[config.mk]
export PLATFORM = sky130hd
export DESIGN_NAME = acsi_sector_seq
export DESIGN_NICKNAME = d
export VERILOG_FILES = /design/src/rtl/acsi_sector_seq.sv
export SDC_FILE = /design/constraint.sdc
export NUM_CORES = 1
export LEC_CHECK = 0
export CORE_ASPECT_RATIO = 0.9
export CORE_MARGIN = 2
export CORE_UTILIZATION = 35
export CTS_CLUSTER_SIZE = 25
export DETAILED_ROUTE_END_ITERATION = 7
export GPL_TIMING_DRIVEN = 0
export SYNTH_ARGS = -nofsm -noshare
export SYNTH_HDL_FRONTEND = slang
export SYNTH_SLANG_ARGS = --single-unit
[constraint.sdc]
create_clock -name clk -period 3.3 [get_ports clk]
set_input_delay 0.99 -clock clk [delete_from_list [all_inputs] [get_ports clk]]
set_output_delay 0.99 -clock clk [all_outputs]
set_load 0.02 [all_outputs]
[src/rtl/acsi_sector_seq.sv]
// -----------------------------------------------------------------------------
// acsi_sector_seq
//
// Sector sequencer between the ACSI command block and the SD card / DMA back
// end. It accepts one read or write request per unit, runs the SD transfer for
// each sector and waits for the DMA sector handshake. It then answers upstream
// with next or done, so that multi-sector commands stream without CPU help.
//
// Parameters
//   TIMEOUT_W      watchdog width; the watchdog fires when the counter is all-ones
//
// Ports
//   clk            system clock
//   reset          synchronous, active-high
//   req_rd[1:0]    read request per unit (level, held until busy)
//   req_wr[1:0]    write request per unit (level, held until busy)
//   req_lba        LBA of the requested sector
//   req_length     remaining sectors including this one
//   busy           1-cycle pulse: request accepted
//   next           1-cycle pulse: sector finished, more sectors remain
//   done           1-cycle pulse: whole transfer finished (ok or error)
//   err            sticky error flag, cleared by the next accepted first request
//   sd_rd[1:0]     SD read strobe per unit, held until sd_busy
//   sd_wr[1:0]     SD write strobe per unit, held until sd_busy
//   sd_lba         LBA presented to the SD controller
//   sd_busy        SD controller accepted the strobe
//   sd_done        1-cycle pulse: SD sector transfer complete
//   dma_sec_ack    1-cycle pulse: DMA moved one sector between FIFO and RAM
//   dma_scnt_zero  Atari DMA sector count exhausted
//   sectors_done   sectors completed in the current transfer
// -----------------------------------------------------------------------------
module acsi_sector_seq #(
  parameter int TIMEOUT_W = 20
) (
  input  logic        clk,
  input  logic        reset,
  input  logic [1:0]  req_rd,
  input  logic [1:0]  req_wr,
  input  logic [31:0] req_lba,
  input  logic [15:0] req_length,
  output logic        busy,
  output logic        next,
  output logic        done,
  output logic        err,
  output logic [1:0]  sd_rd,
  output logic [1:0]  sd_wr,
  output logic [31:0] sd_lba,
  input  logic        sd_busy,
  input  logic        sd_done,
  input  logic        dma_sec_ack,
  input  logic        dma_scnt_zero,
  output logic [15:0] sectors_done
);

  typedef enum logic [2:0] {
    IDLE,
    WR_DMA,
    SD_REQ,
    SD_XFER,
    RD_DMA,
    DECIDE,
    NEXT_WAIT
  } state_t;

  state_t               state;
  state_t               state_nx;
  logic                 unit_q;      // latched unit (0/1)
  logic                 dir_rd_q;    // latched direction: 1 = read
  logic [15:0]          remaining;
  logic [TIMEOUT_W-1:0] wd;

  // Arbitration: read beats write, unit 0 beats unit 1.
  logic       any_req;
  logic       arb_rd;
  logic       arb_unit;
  logic [1:0] unit_mask;
  logic       strobe_on;
  logic       same_req;
  logic       timeout;
  logic [15:0] rem_dec;

  assign any_req   = (|req_rd) | (|req_wr);
  assign arb_rd    = |req_rd;
  assign arb_unit  = arb_rd ? ~req_rd[0] : ~req_wr[0];
  assign unit_mask = unit_q ? 2'b10 : 2'b01;
  assign strobe_on = (|sd_rd) | (|sd_wr);
  // Only a request from the unit and direction already in progress may
  // continue the transfer; everything else waits until IDLE.
  assign same_req  = dir_rd_q ? req_rd[unit_q] : req_wr[unit_q];
  assign timeout   = (state != IDLE) && (&wd);
  assign rem_dec   = remaining - 16'd1;

  logic accept_first;
  logic accept_cont;
  logic busy_nx;
  logic next_nx;
  logic done_nx;
  logic strobe_hold;

  always_comb begin
    // NOTE: every signal gets a default before the case so that no path
    // leaves it unassigned, which would otherwise infer a latch.
    state_nx     = state;
    accept_first = 1'b0;
    accept_cont  = 1'b0;
    busy_nx      = 1'b0;
    next_nx      = 1'b0;
    done_nx      = 1'b0;

    case (state)
      IDLE: begin
        // While busy is high, upstream has not yet dropped the request it
        // just had accepted, so that request must not be taken a second time.
        if (any_req && !busy) begin
          accept_first = 1'b1;
          busy_nx      = 1'b1;
          if (req_length == 16'd0) done_nx = 1'b1;
          else                     state_nx = arb_rd ? SD_REQ : WR_DMA;
        end
      end
      WR_DMA:  if (dma_sec_ack)            state_nx = SD_REQ;
      // A sd_busy that arrives before the strobe is up is not an acceptance.
      SD_REQ:  if (strobe_on && sd_busy)   state_nx = SD_XFER;
      // A dma_sec_ack in the same cycle as sd_done is lost on purpose.
      SD_XFER: if (sd_done)                state_nx = dir_rd_q ? RD_DMA : DECIDE;
      RD_DMA:  if (dma_sec_ack)            state_nx = DECIDE;
      DECIDE: begin
        if (rem_dec == 16'd0 || dma_scnt_zero) begin
          done_nx  = 1'b1;
          state_nx = IDLE;
        end else begin
          next_nx  = 1'b1;
          state_nx = NEXT_WAIT;
        end
      end
      NEXT_WAIT: begin
        if (same_req) begin
          accept_cont = 1'b1;
          busy_nx     = 1'b1;
          state_nx    = dir_rd_q ? SD_REQ : WR_DMA;
        end
      end
      default: state_nx = IDLE;
    endcase

    // The watchdog aborts the transfer from any waiting state.
    if (timeout) begin
      state_nx    = IDLE;
      accept_cont = 1'b0;
      busy_nx     = 1'b0;
      next_nx     = 1'b0;
      done_nx     = 1'b1;
    end

    // The strobe rises one cycle after SD_REQ is entered. It stays up until
    // SD_REQ is left, through either acceptance or the watchdog.
    strobe_hold = (state == SD_REQ) && (state_nx == SD_REQ);
  end

  always_ff @(posedge clk) begin
    if (reset) begin
      state        <= IDLE;
      unit_q       <= 1'b0;
      dir_rd_q     <= 1'b0;
      remaining    <= '0;
      wd           <= '0;
      busy         <= 1'b0;
      next         <= 1'b0;
      done         <= 1'b0;
      err          <= 1'b0;
      sd_rd        <= 2'b00;
      sd_wr        <= 2'b00;
      sd_lba       <= '0;
      sectors_done <= '0;
    end else begin
      // NOTE: non-blocking assignments here, so that every register samples
      // the values from before the edge whatever the statement order.
      state <= state_nx;
      busy  <= busy_nx;
      next  <= next_nx;
      done  <= done_nx;
      sd_rd <= (strobe_hold &&  dir_rd_q) ? unit_mask : 2'b00;
      sd_wr <= (strobe_hold && !dir_rd_q) ? unit_mask : 2'b00;

      // The watchdog restarts on every state change and is idle in IDLE.
      if (state == IDLE || state_nx != state) wd <= '0;
      else                                    wd <= wd + 1'b1;

      if (accept_first) begin
        unit_q       <= arb_unit;
        dir_rd_q     <= arb_rd;
        remaining    <= req_length;
        sd_lba       <= req_lba;
        err          <= 1'b0;
        sectors_done <= '0;
      end

      // A continuation request carries a new LBA only. The remaining count
      // stays the one latched with the first request.
      if (accept_cont) sd_lba <= req_lba;

      if (state == DECIDE) begin
        if (remaining != 16'd0)       remaining    <= rem_dec;
        if (sectors_done != 16'hFFFF) sectors_done <= sectors_done + 16'd1;
      end

      if (timeout) err <= 1'b1;
    end
  end

endmodule

==> results of run 1 <==
worst register-to-register path, delay by kind of cell (launching register included):
| family | cells | cell delay (ps) |
|---|---|---|
| AO/OA/AOI/OAI | 2 | 430 |
| AND/OR/NAND/NOR | 4 | 1300 |
| buffers and inverters | 2 | 480 |
| adder cells (fa/ha/maj) | 1 | 280 |
| flip-flops | 1 | 380 |
power by group:
group	total (uW)	leakage (uW)	internal (uW)	switching, uW
Sequential	1370	0.000792	1280	88.3
Combinational	1110	0.00140	463	652
Clock	1030	0.000142	556	476
what timing repair did:
action	CTS	global route
buffers inserted	0	2
resized for setup	1	1
pin swaps	0	2
endpoints found under the setup margin	2	36
endpoints found under the hold margin	0	0
state kept, by name (all words and copies together) (netlist names):
register and count:
busy 1, dir_rd_q 1, done 1, err 1, next 1, remaining 16, sd_lba 32, sd_rd 2
sd_wr 2, sectors_done 16, state 3, unit_q 1, wd 20
layout by cell type (no fill, tap or decap), types with 6 or more instances in the layout:
cell	netlist	layout
and3_1	8	8
mux2i_1	36	36
nor2_1	80	80
a21oi_1	39	38
o21ai_0	19	19
inv_1	15	15
nor3_1	18	18
xor2_1	18	18
buf_2	6	6
clkbuf_1	18	18
nand3_1	24	24
nor4_1	12	12
o2111ai_1	7	7
a211oi_1	7	7
clkbuf_16	0	9
or4_1	10	10
nand4_1	16	16
a31oi_1	7	7
dfxtp_1	97	97
clkdlybuf4s50_1	0	112
xnor2_1	10	10
nand2_1	37	37
how the worst max path moves through the flow:
stage	from	end	slack (ps)	cells after the start
2_1_floorplan	req_wr[1]	wd[0]$_SDFF_PP0_	720	7
3_3_place_gp	req_length[3]	wd[0]$_SDFF_PP0_	-370	7
3_5_place_dp	req_wr[0]	wd[13]$_SDFF_PP0_	-380	7
4_1_cts	req_length[0]	wd[7]$_SDFF_PP0_	1	7
5_1_grt	req_length[4]	wd[13]$_SDFF_PP0_	9	8
6_report	req_wr[0]	wd[13]$_SDFF_PP0_	180	7
metrics by stage:
step / std cells / hold slack, ps / utilization [%]
5_1_grt: 868 / 496 / 48.3
3_3_place_gp: 850 / 467 / 45.9
4_1_cts: 866 / 477 / 48.1
6_report: 868 / 468 / 48.3
2_1_floorplan: 570 / 457 / -
3_5_place_dp: 850 / 468 / 45.9
layout make-up:
cell class              instances  area, sq um  share of cell area, %
well taps                     168          210                   3.25
plain buffers                  29          128                   1.97
flip-flops and latches         97         1940                   30.0
clock buffers                  11          253                   3.90
multi-input cells             429         2710                   41.9
repair buffers                114         1140                   17.5
inverters                      15         56.3                  0.870
clock inverters                 5         35.0                  0.541
per-layer routing:
layer / track usage, % / up-vias / part of all wire [%]
li1: - / 2352 / -
met1: 26.2 / 2292 / 47
met2: 30.3 / 206 / 43
met3: 6.61 / 16 / 8.7
met4: 5.64 / 0 / 1.2
met5: 0 / - / 0
cell families (layout without fill, tap and decap cells):
family / after synthesis / count (layout) / share of synthesized area [%]
AO/OA/AOI/OAI: 120 / 120 / 16.8
XOR/XNOR: 28 / 28 / 5.08
adder cells (fa/ha/maj): 4 / 4 / 1.04
buffers and inverters: 44 / 174 / 3.81
flip-flops: 97 / 97 / 40.2
multiplexers: 36 / 36 / 7.47
AND/OR/NAND/NOR: 241 / 241 / 25.5
==> flow_summary.ini, run 1 <==
[run_status]
status = finished with violations
violations = DRC

[power]
ir_worst_vdd_uv = 428
total_power_uw = 3510
p_leak_uw = 0.00233
power_density_nw_per_um2 = 543

[critical_path]
criticalPathCategory = input port to flip-flop
path_cells = clkdlybuf4s50_1, mux2i_1, o22ai_1, o41ai_4, clkbuf_1, o2111ai_1, o41ai_2
reg2reg_slack_ps = 300
critical_path_buf_inv_count = 2
path_max_fanout = 10
crit_arrival_ps = 3380
cpMaxStageDelayCell = o41ai_4
reg2reg_to = remaining[0]$_SDFF_PP0_
max_stage_delay_ps = 690
worstPathRequired_ps = 3550
crit_family = compound AO/OA/AOI/OAI gates
r2r_start = remaining[0]$_SDFF_PP0_
critPathLaunchType = input port
crit_path_end_kind = flip-flop
ff2ff_path_depth = 9

[placed_design]
pre_cts_slack_ps = -380
io_buffers = 112
dp_hpwl_mm = 10.5
place_congestion = 0.882
place_area_sq_um = 6160

[clock_tree]
cts-root-buf = clkbuf_16
ctsLongestPathBuffers = 2
cts.clk_slew.worst_paths_ps = 70
cts_sinks = 97
clock_latency_ps = 350
htree_levels = 3
cts_tree = done
cts-hold-fix-buffers = 0
cts_buffers = 9

[drt]
routedWlPerCell_um = 16.6
firstDrtPassIters = 8
ant_nets = 0
drtIter0Drc = 320
via_per_inst = 5.61
drc = 2
drt-total-wl_mm = 14.4
vias = 4866

[final_layout]
syn_to_final_growth_pct = 34.2
fin_nets = 757
antenna_cells = 0
drive_gt1_share_pct = 5.43
n_fill_cell = 1292
fin_area_sq_um = 6470

[hold_path]
min_path_type = flip-flop to flip-flop
hp-start = err$_SDFFE_PP0P_
whs_path_depth = 2
min_to = err$_SDFFE_PP0P_

[global_routing]
grt_usage_pct = 19.6
antenna_found_initial = 0
grt_remaining_overflow = 0
grt_pass1_wl_mm = 23.0
grt_max_degree = 17
grt_pass1_vias = 4551

[timing]
drv_slew = 0
max_freq_mhz = 320
setup_slack_ps = 177
skew_ps = 8.07
setup_viol = 0
final.min_clock_period_ps = 3120
rsz0062_at_grt = false
period_share_pct = 94.6
relSlewSlack_pct = 40.8
setup_tns_ps = 0
worstMarginPinSlew_ps = 876
timing.final.hold_violations = 0

[yosys]
synth_top_area_cell = dfxtp_1
ys.flop_type = dfxtp_1
synth.yosys.warnings = 0
netlist_area_sq_um = 4820
synth_top_area_share_pct = 40.2
synth_area_leaders = dfxtp_1, mux2i_1, nor2_1
ys_seq_area_share_pct = 40.2
synth.net_count = 632
synthTopCellsByCount = dfxtp_1, nor2_1, a21oi_1
synth_cell_types = 60
syn_inst = 570
async_flop_share_pct = 0
syn_avg_cell_area_sq_um = 8.46
yosysMostFrequentCell = dfxtp_1
ys_seq_elements = 97
synth_edf_count = 0

[floorplanning]
die_area_sq_um = 14700
die_width_um = 128
rows = 40
ioPinCount = 114
die_h_um = 115
start_util_pct = 36.0
core_area_sq_um = 13400

[job]
drv_cap = 0
(Power assumes the default switching activity.)
==> run 2: changes to the inputs <==
--- a/config.mk
+++ b/config.mk
@@ -5,6 +5,7 @@
 export SDC_FILE = /design/constraint.sdc
 export NUM_CORES = 1
 export LEC_CHECK = 0
+export ABC_CLOCK_PERIOD_IN_PS = 3300
 export CORE_ASPECT_RATIO = 0.9
 export CORE_MARGIN = 2
 export CORE_UTILIZATION = 35
==> results of run 2 <==
Final layout, timing and power as in run 1 (identical DEF).
==> run 3: changes to the inputs <==
--- a/config.mk
+++ b/config.mk
@@ -9,6 +9,7 @@
 export CORE_ASPECT_RATIO = 0.9
 export CORE_MARGIN = 2
 export CORE_UTILIZATION = 35
+export CTS_CLUSTER_DIAMETER = 200
 export CTS_CLUSTER_SIZE = 25
 export DETAILED_ROUTE_END_ITERATION = 7
 export GPL_TIMING_DRIVEN = 0
==> results of run 3 <==
Final layout, timing and power as in run 1 (identical DEF).
